==> src/rtl/xbar_sat_sweeper_if.sv <==
// rtl/xbar_sat_sweeper_if.sv - sweep request/result and crossbar assignment signals
// master drives start/stop_on_first/f_in; slave (the sweeper) drives the rest.
interface xbar_sat_sweeper_if #(
  parameter int N_VARS = 4
);
  logic              start;
  logic              stop_on_first;
  logic              f_in;
  logic [N_VARS-1:0] x_out;
  logic              busy;
  logic              done;
  logic              sat;
  logic [N_VARS-1:0] model;
  logic [N_VARS:0]   sat_count;

  modport master (
    output start, stop_on_first, f_in,
    input  x_out, busy, done, sat, model, sat_count
  );

  modport slave (
    input  start, stop_on_first, f_in,
    output x_out, busy, done, sat, model, sat_count
  );
endinterface

==> src/rtl/xbar_sat_sweeper.sv <==
// rtl/xbar_sat_sweeper.sv - exhaustive / first-hit SAT sweep over a crossbar's inputs
// Each assignment is held SETTLE cycles, then f_in is sampled in a one-cycle SAMPLE state.
module xbar_sat_sweeper #(
  parameter int N_VARS = 4,
  parameter int SETTLE = 2
) (
  input  logic               clk,
  input  logic               rst,
  xbar_sat_sweeper_if.slave  bus
);
  typedef enum logic [1:0] {S_IDLE, S_SETTLE, S_SAMPLE, S_DONE} state_t;

  localparam logic [7:0] SETTLE_LAST = 8'(SETTLE - 1);

  state_t            state_q, state_d;
  logic [N_VARS-1:0] x_q, x_d;
  logic [N_VARS-1:0] model_q, model_d;
  logic [N_VARS:0]   count_q, count_d;
  logic [7:0]        settle_q, settle_d;
  logic              sat_q, sat_d;
  logic              stop_q, stop_d;
  logic              busy_o, done_o;

  always_ff @(posedge clk or posedge rst) begin
    if (rst) begin
      state_q  <= S_IDLE;
      x_q      <= '0;
      model_q  <= '0;
      count_q  <= '0;
      settle_q <= '0;
      sat_q    <= 1'b0;
      stop_q   <= 1'b0;
    end else begin
      state_q  <= state_d;
      x_q      <= x_d;
      model_q  <= model_d;
      count_q  <= count_d;
      settle_q <= settle_d;
      sat_q    <= sat_d;
      stop_q   <= stop_d;
    end
  end

  always_comb begin
    state_d  = state_q;
    x_d      = x_q;
    model_d  = model_q;
    count_d  = count_q;
    settle_d = settle_q;
    sat_d    = sat_q;
    stop_d   = stop_q;
    case (state_q)
      S_IDLE, S_DONE: begin
        if (bus.start) begin
          state_d  = S_SETTLE;
          x_d      = '0;
          model_d  = '0;
          count_d  = '0;
          settle_d = '0;
          sat_d    = 1'b0;
          stop_d   = bus.stop_on_first;
        end
      end
      S_SETTLE: begin
        if (settle_q == SETTLE_LAST) begin
          settle_d = '0;
          state_d  = S_SAMPLE;
        end else begin
          settle_d = settle_q + 8'd1;
        end
      end
      S_SAMPLE: begin
        if (bus.f_in) begin
          count_d = count_q + 1'b1;
          if (!sat_q) begin
            model_d = x_q;
            sat_d   = 1'b1;
          end
        end
        // all-ones is always the final assignment, so x_out never wraps
        if ((stop_q && bus.f_in) || (&x_q)) begin
          state_d = S_DONE;
        end else begin
          x_d     = x_q + 1'b1;
          state_d = S_SETTLE;
        end
      end
      default: state_d = S_IDLE;
    endcase
  end

  always_comb begin
    busy_o = 1'b0;
    done_o = 1'b0;
    case (state_q)
      S_SETTLE, S_SAMPLE: busy_o = 1'b1;
      S_DONE:             done_o = 1'b1;
      default: ;
    endcase
  end

  assign bus.x_out     = x_q;
  assign bus.model     = model_q;
  assign bus.sat_count = count_q;
  assign bus.sat       = sat_q;
  assign bus.busy      = busy_o;
  assign bus.done      = done_o;
endmodule

==> src/flat_wrapper.sv <==
// flat-port wrapper written by rule: the top's interface ports become plain ports
module xbar_sat_sweeper_flat 
#(
  parameter int N_VARS = 4,
  parameter int SETTLE = 2
)
  (clk, rst, bus_start, bus_stop_on_first, bus_f_in, bus_x_out, bus_busy, bus_done, bus_sat, bus_model, bus_sat_count);
  xbar_sat_sweeper_if #(.N_VARS(N_VARS)) bus_i ();
  input  logic clk;
  input  logic rst;
  input wire logic [$bits(bus_i.start)-1:0] bus_start;
  input wire logic [$bits(bus_i.stop_on_first)-1:0] bus_stop_on_first;
  input wire logic [$bits(bus_i.f_in)-1:0] bus_f_in;
  output wire logic [$bits(bus_i.x_out)-1:0] bus_x_out;
  output wire logic [$bits(bus_i.busy)-1:0] bus_busy;
  output wire logic [$bits(bus_i.done)-1:0] bus_done;
  output wire logic [$bits(bus_i.sat)-1:0] bus_sat;
  output wire logic [$bits(bus_i.model)-1:0] bus_model;
  output wire logic [$bits(bus_i.sat_count)-1:0] bus_sat_count;
  assign bus_i.start = bus_start;
  assign bus_i.stop_on_first = bus_stop_on_first;
  assign bus_i.f_in = bus_f_in;
  assign bus_x_out = bus_i.x_out;
  assign bus_busy = bus_i.busy;
  assign bus_done = bus_i.done;
  assign bus_sat = bus_i.sat;
  assign bus_model = bus_i.model;
  assign bus_sat_count = bus_i.sat_count;
  xbar_sat_sweeper #(.N_VARS(N_VARS), .SETTLE(SETTLE)) u_core (.clk(clk), .rst(rst), .bus(bus_i));
endmodule
==> config.mk <==
export PLATFORM = sky130hd
export DESIGN_NAME = xbar_sat_sweeper_flat
export DESIGN_NICKNAME = d
export VERILOG_FILES = /design/src/rtl/xbar_sat_sweeper_if.sv /design/src/rtl/xbar_sat_sweeper.sv /design/src/flat_wrapper.sv
export SDC_FILE = /design/constraint.sdc
export NUM_CORES = 1
export LEC_CHECK = 0
export BUFFER_PORTS_ARGS = -buffer_cell sky130_fd_sc_hd__buf_2
export CAP_MARGIN = 15
export CORE_MARGIN = 5
export CORE_UTILIZATION = 43
export DETAILED_ROUTE_END_ITERATION = 8
export GPL_ROUTABILITY_DRIVEN = 0
export HOLD_SLACK_MARGIN = 0.03
export PLACE_DENSITY_LB_ADDON = 0.12
export SLEW_MARGIN = 25
export SYNTH_ARGS = -nofsm -noshare
export SYNTH_HDL_FRONTEND = slang
export SYNTH_SLANG_ARGS = --single-unit
==> constraint.sdc <==
create_clock -name clk -period 2.57 [get_ports clk]
set_input_delay 0.514 -clock clk [delete_from_list [all_inputs] [get_ports clk]]
set_output_delay 0.514 -clock clk [all_outputs]
set_load 0.05 [all_outputs]
==> impl_metrics.tcl <==
set metrics [dict create \
    status "complete, no violations" \
    grt_overflow 0 \
    antennaDiodeCount 0 \
    yosys.area.top_type "dfrtp_1" \
    cts-resized-gates 0 \
    post-synth-top-area-fraction_pct 42.4 \
    final_max_slew_viol_count 0 \
    via_per_inst 5.86 \
    drv_cap 0 \
    fin_nets 184 \
    ys_seq_area_share_pct 42.4 \
    tns_ns 0 \
    synth_compound_area_share_pct 23.5 \
    crit_family "multiplexers" \
    clock_skew_ns 0.00691 \
    cts_setup_buffers 0 \
    crit_fanout 13 \
    synth_top_family_by_area "compound AO/OA/AOI/OAI gates" \
    worst_pin_slew_ns 0.868 \
    via_count 1265 \
    synthSimpleGateAreaFrac_pct 18.8 \
    cts_htree_levels 1 \
    post-route-util_pct 49.5 \
    holdWs_ns 0.220 \
    ir_worst_vdd_uv 180 \
    ys.flop_type "dfrtp_1" \
    synth_async_sr_flop_share_pct 100 \
    fp-row-count 21 \
    io_pins 21 \
    grt_setup_unrepaired "false" \
    rr_endpoint "u_core.settle_q[6]" \
    grt_use_total_pct 14.1 \
    syn_area_um2 1470 \
    core_um2 3340 \
    cpPeakStageDelay_ns 0.78 \
    synth_edf_count 0 \
    hold_viol_final 0 \
    synth-xor-area-share_pct 0 \
    grt_max_degree 26 \
    slowest_stage "mux2i_1" \
    crit_path_start_kind "register" \
    grt_pass1_wl_mm 5.13 \
    clkSlewWorstSetupHoldPaths_ns 0.14 \
    fin_crit_ns 2.31 \
    fmax_ghz 0.432 \
    clk_path_buf_depth 2 \
    synth_mux_area_share_pct 4.24 \
    chipHeight_um 68.5 \
    r2r_start "u_core.state_q[0]" \
    drc 0 \
    initial_core_util_pct 44.2 \
    die_w_um 68.5 \
    cp.required_ns 2.80 \
    crit_arrival_ns 2.54 \
    numPortBuffers 20 \
    r2r_cells 5 \
    syn_to_final_growth_pct 12.1 \
    synthTopCellsByArea "dfrtp_1 (42%), ha_1 (6.8%), o21ai_0 (4.8%), nand3_1 (3.1%), mux2i_1 (2.7%)" \
    fin_crit_sh_pct 90.0 \
    synth_cell_types 43 \
    antenna_found_initial 0 \
    tritoncts_num_sinks 25 \
    regToRegSetupSlack_ns 0.26 \
    cts-root-buf "clkbuf_4" \
    tritoncts "done" \
    clock_latency_ns 0.31 \
    cp.depth 5 \
    slew_headroom_pct 40.5 \
    wire_per_inst_um 14.6 \
    leakagePower_nw 0.662 \
    worst-path-buf-inv 1 \
    crit_chain "inv_1 -> ha_1 -> mux2i_1 -> nor3_1 -> nor4_1" \
    yosys_warnings 0 \
    initialDrtViolationCount 67 \
    dp_hpwl_mm 2.31 \
    hp-class "input port to asynchronous set/reset pin" \
    setup_viol 0 \
    ys_ff_latch 25 \
    cts_inserted_buffers 3 \
    final_antenna_net_count 0 \
    synth_fa_ha_area_share_pct 6.79 \
    syn_inst 151 \
    synthesis.nets 164 \
    finalPower_uw 595 \
    critical_path_class "register to register" \
    dr.pass1.iters 4 \
    powerDensity_nw_per_um2 360 \
    drive_gt1_share_pct 18.8 \
    routed_wl_mm 3.16 \
    grt_pass1_vias 1137 \
    end_kind "register" \
    syn_area_per_cell_um2 9.76 \
    cts_hold_buf 0 \
    dieArea_um2 4700 \
    fin_ws_ns 0.257 \
    dp_slack_ns 0.314 \
]
cells in the mapped netlist, types with 3 or more instances:
master and number:
nand3b_1 3, a31oi_1 3, nor2b_1 3, o311ai_0 3, dfrtp_1 25, clkbuf_1 7
o31ai_1 3, nand3_1 9, nor4_1 3, o21ai_0 14, ha_1 8, inv_1 7
or3_1 4, a21oi_1 3, mux2i_1 4, nand2b_1 3, a22oi_1 4, nand2_1 9
a22o_1 4, nor2_1 3
cell usage in the layout, fill, tap and decap left out, types with 2 or more instances in the layout:
| master | Yosys | final |
|---|---|---|
| o211ai_1 | 2 | 2 |
| a31oi_1 | 3 | 3 |
| nor4_1 | 3 | 3 |
| nand2b_1 | 3 | 3 |
| buf_2 | 1 | 20 |
| nor2b_1 | 3 | 3 |
| buf_4 | 0 | 4 |
| a22oi_1 | 4 | 4 |
| nor2_1 | 3 | 3 |
| a211o_1 | 2 | 2 |
| inv_1 | 7 | 7 |
| or3_1 | 4 | 4 |
| mux2i_1 | 4 | 4 |
| a21oi_1 | 3 | 3 |
| clkbuf_4 | 0 | 3 |
| nor3b_1 | 2 | 2 |
| a22o_1 | 4 | 4 |
| o21ai_0 | 14 | 14 |
| nand3b_1 | 3 | 3 |
| ha_1 | 8 | 8 |
| nand2_1 | 9 | 9 |
| mux2_2 | 2 | 2 |
| dfrtp_1 | 25 | 25 |
| nor3_1 | 2 | 2 |
| nand3_1 | 9 | 9 |
| o311ai_0 | 3 | 3 |
| o31ai_1 | 3 | 3 |
| or4_1 | 2 | 2 |
tightest hold or removal path: stages:
cell and delay (ns):
buf_2 0.10, inv_1 0.04, buf_4 0.31
power breakdown:
group	internal, mW	switching (mW)	leakage (nW)
sequential	0.394	0.00196	0.295
clock	0.0606	0.117	0.0150
combinational	0.00595	0.0153	0.352
total	0.461	0.134	0.662
sequential cells by signal, summed over array words and instances, names as in the netlist:
| name | flops |
|---|---|
| u_core.settle_q | 8 |
| u_core.bus.sat_count | 5 |
| u_core.bus.model | 4 |
| u_core.bus.x_out | 4 |
| u_core.state_q | 2 |
| u_core.bus.sat | 1 |
| u_core.stop_q | 1 |
logic make-up after synthesis:
logic type | after synthesis
AND/OR/NAND/NOR | 48
flip-flops | 25
buffers and inverters | 16
AO/OA/AOI/OAI | 48
multiplexers | 6
adder cells (fa/ha/maj) | 8
through the flow:
| step | cell area [µm²] | cells |
|---|---|---|
| final | 1650 | 216 |
| after global routing | 1650 | 216 |
| after CTS | 1650 | 216 |
| after detailed placement | 1630 | 212 |
| after global placement | 1630 | 212 |
| after floorplan | 1470 | 151 |
how the worst max path moves through the flow:
| stage | startpoint | endpoint |
|---|---|---|
| after floorplan | u_core.settle_q[1] | u_core.state_q[1] |
| after global placement | u_core.state_q[0] | u_core.settle_q[6] |
| after detailed placement | u_core.state_q[0] | u_core.settle_q[6] |
| after CTS | u_core.state_q[0] | u_core.settle_q[6] |
| after global routing | u_core.state_q[0] | u_core.settle_q[6] |
| final | u_core.state_q[0] | u_core.settle_q[6] |
routing by layer:
metal,global-route usage [%],up-vias,part of all wire [%]
li1,-,617,-
met1,17.6,606,43
met2,24.4,36,50
met3,2.43,6,5.4
met4,4.71,0,1.6
met5,0,-,0
final cells by class:
class	count	area (µm²)
Fill cell	326	1690
Multi-Input combinational cell	110	786
Sequential cell	25	626
Timing Repair Buffer	24	130
Tap cell	46	57.6
Clock buffer	4	26.3
Inverter	7	26.3
(Power assumes the default switching activity.)
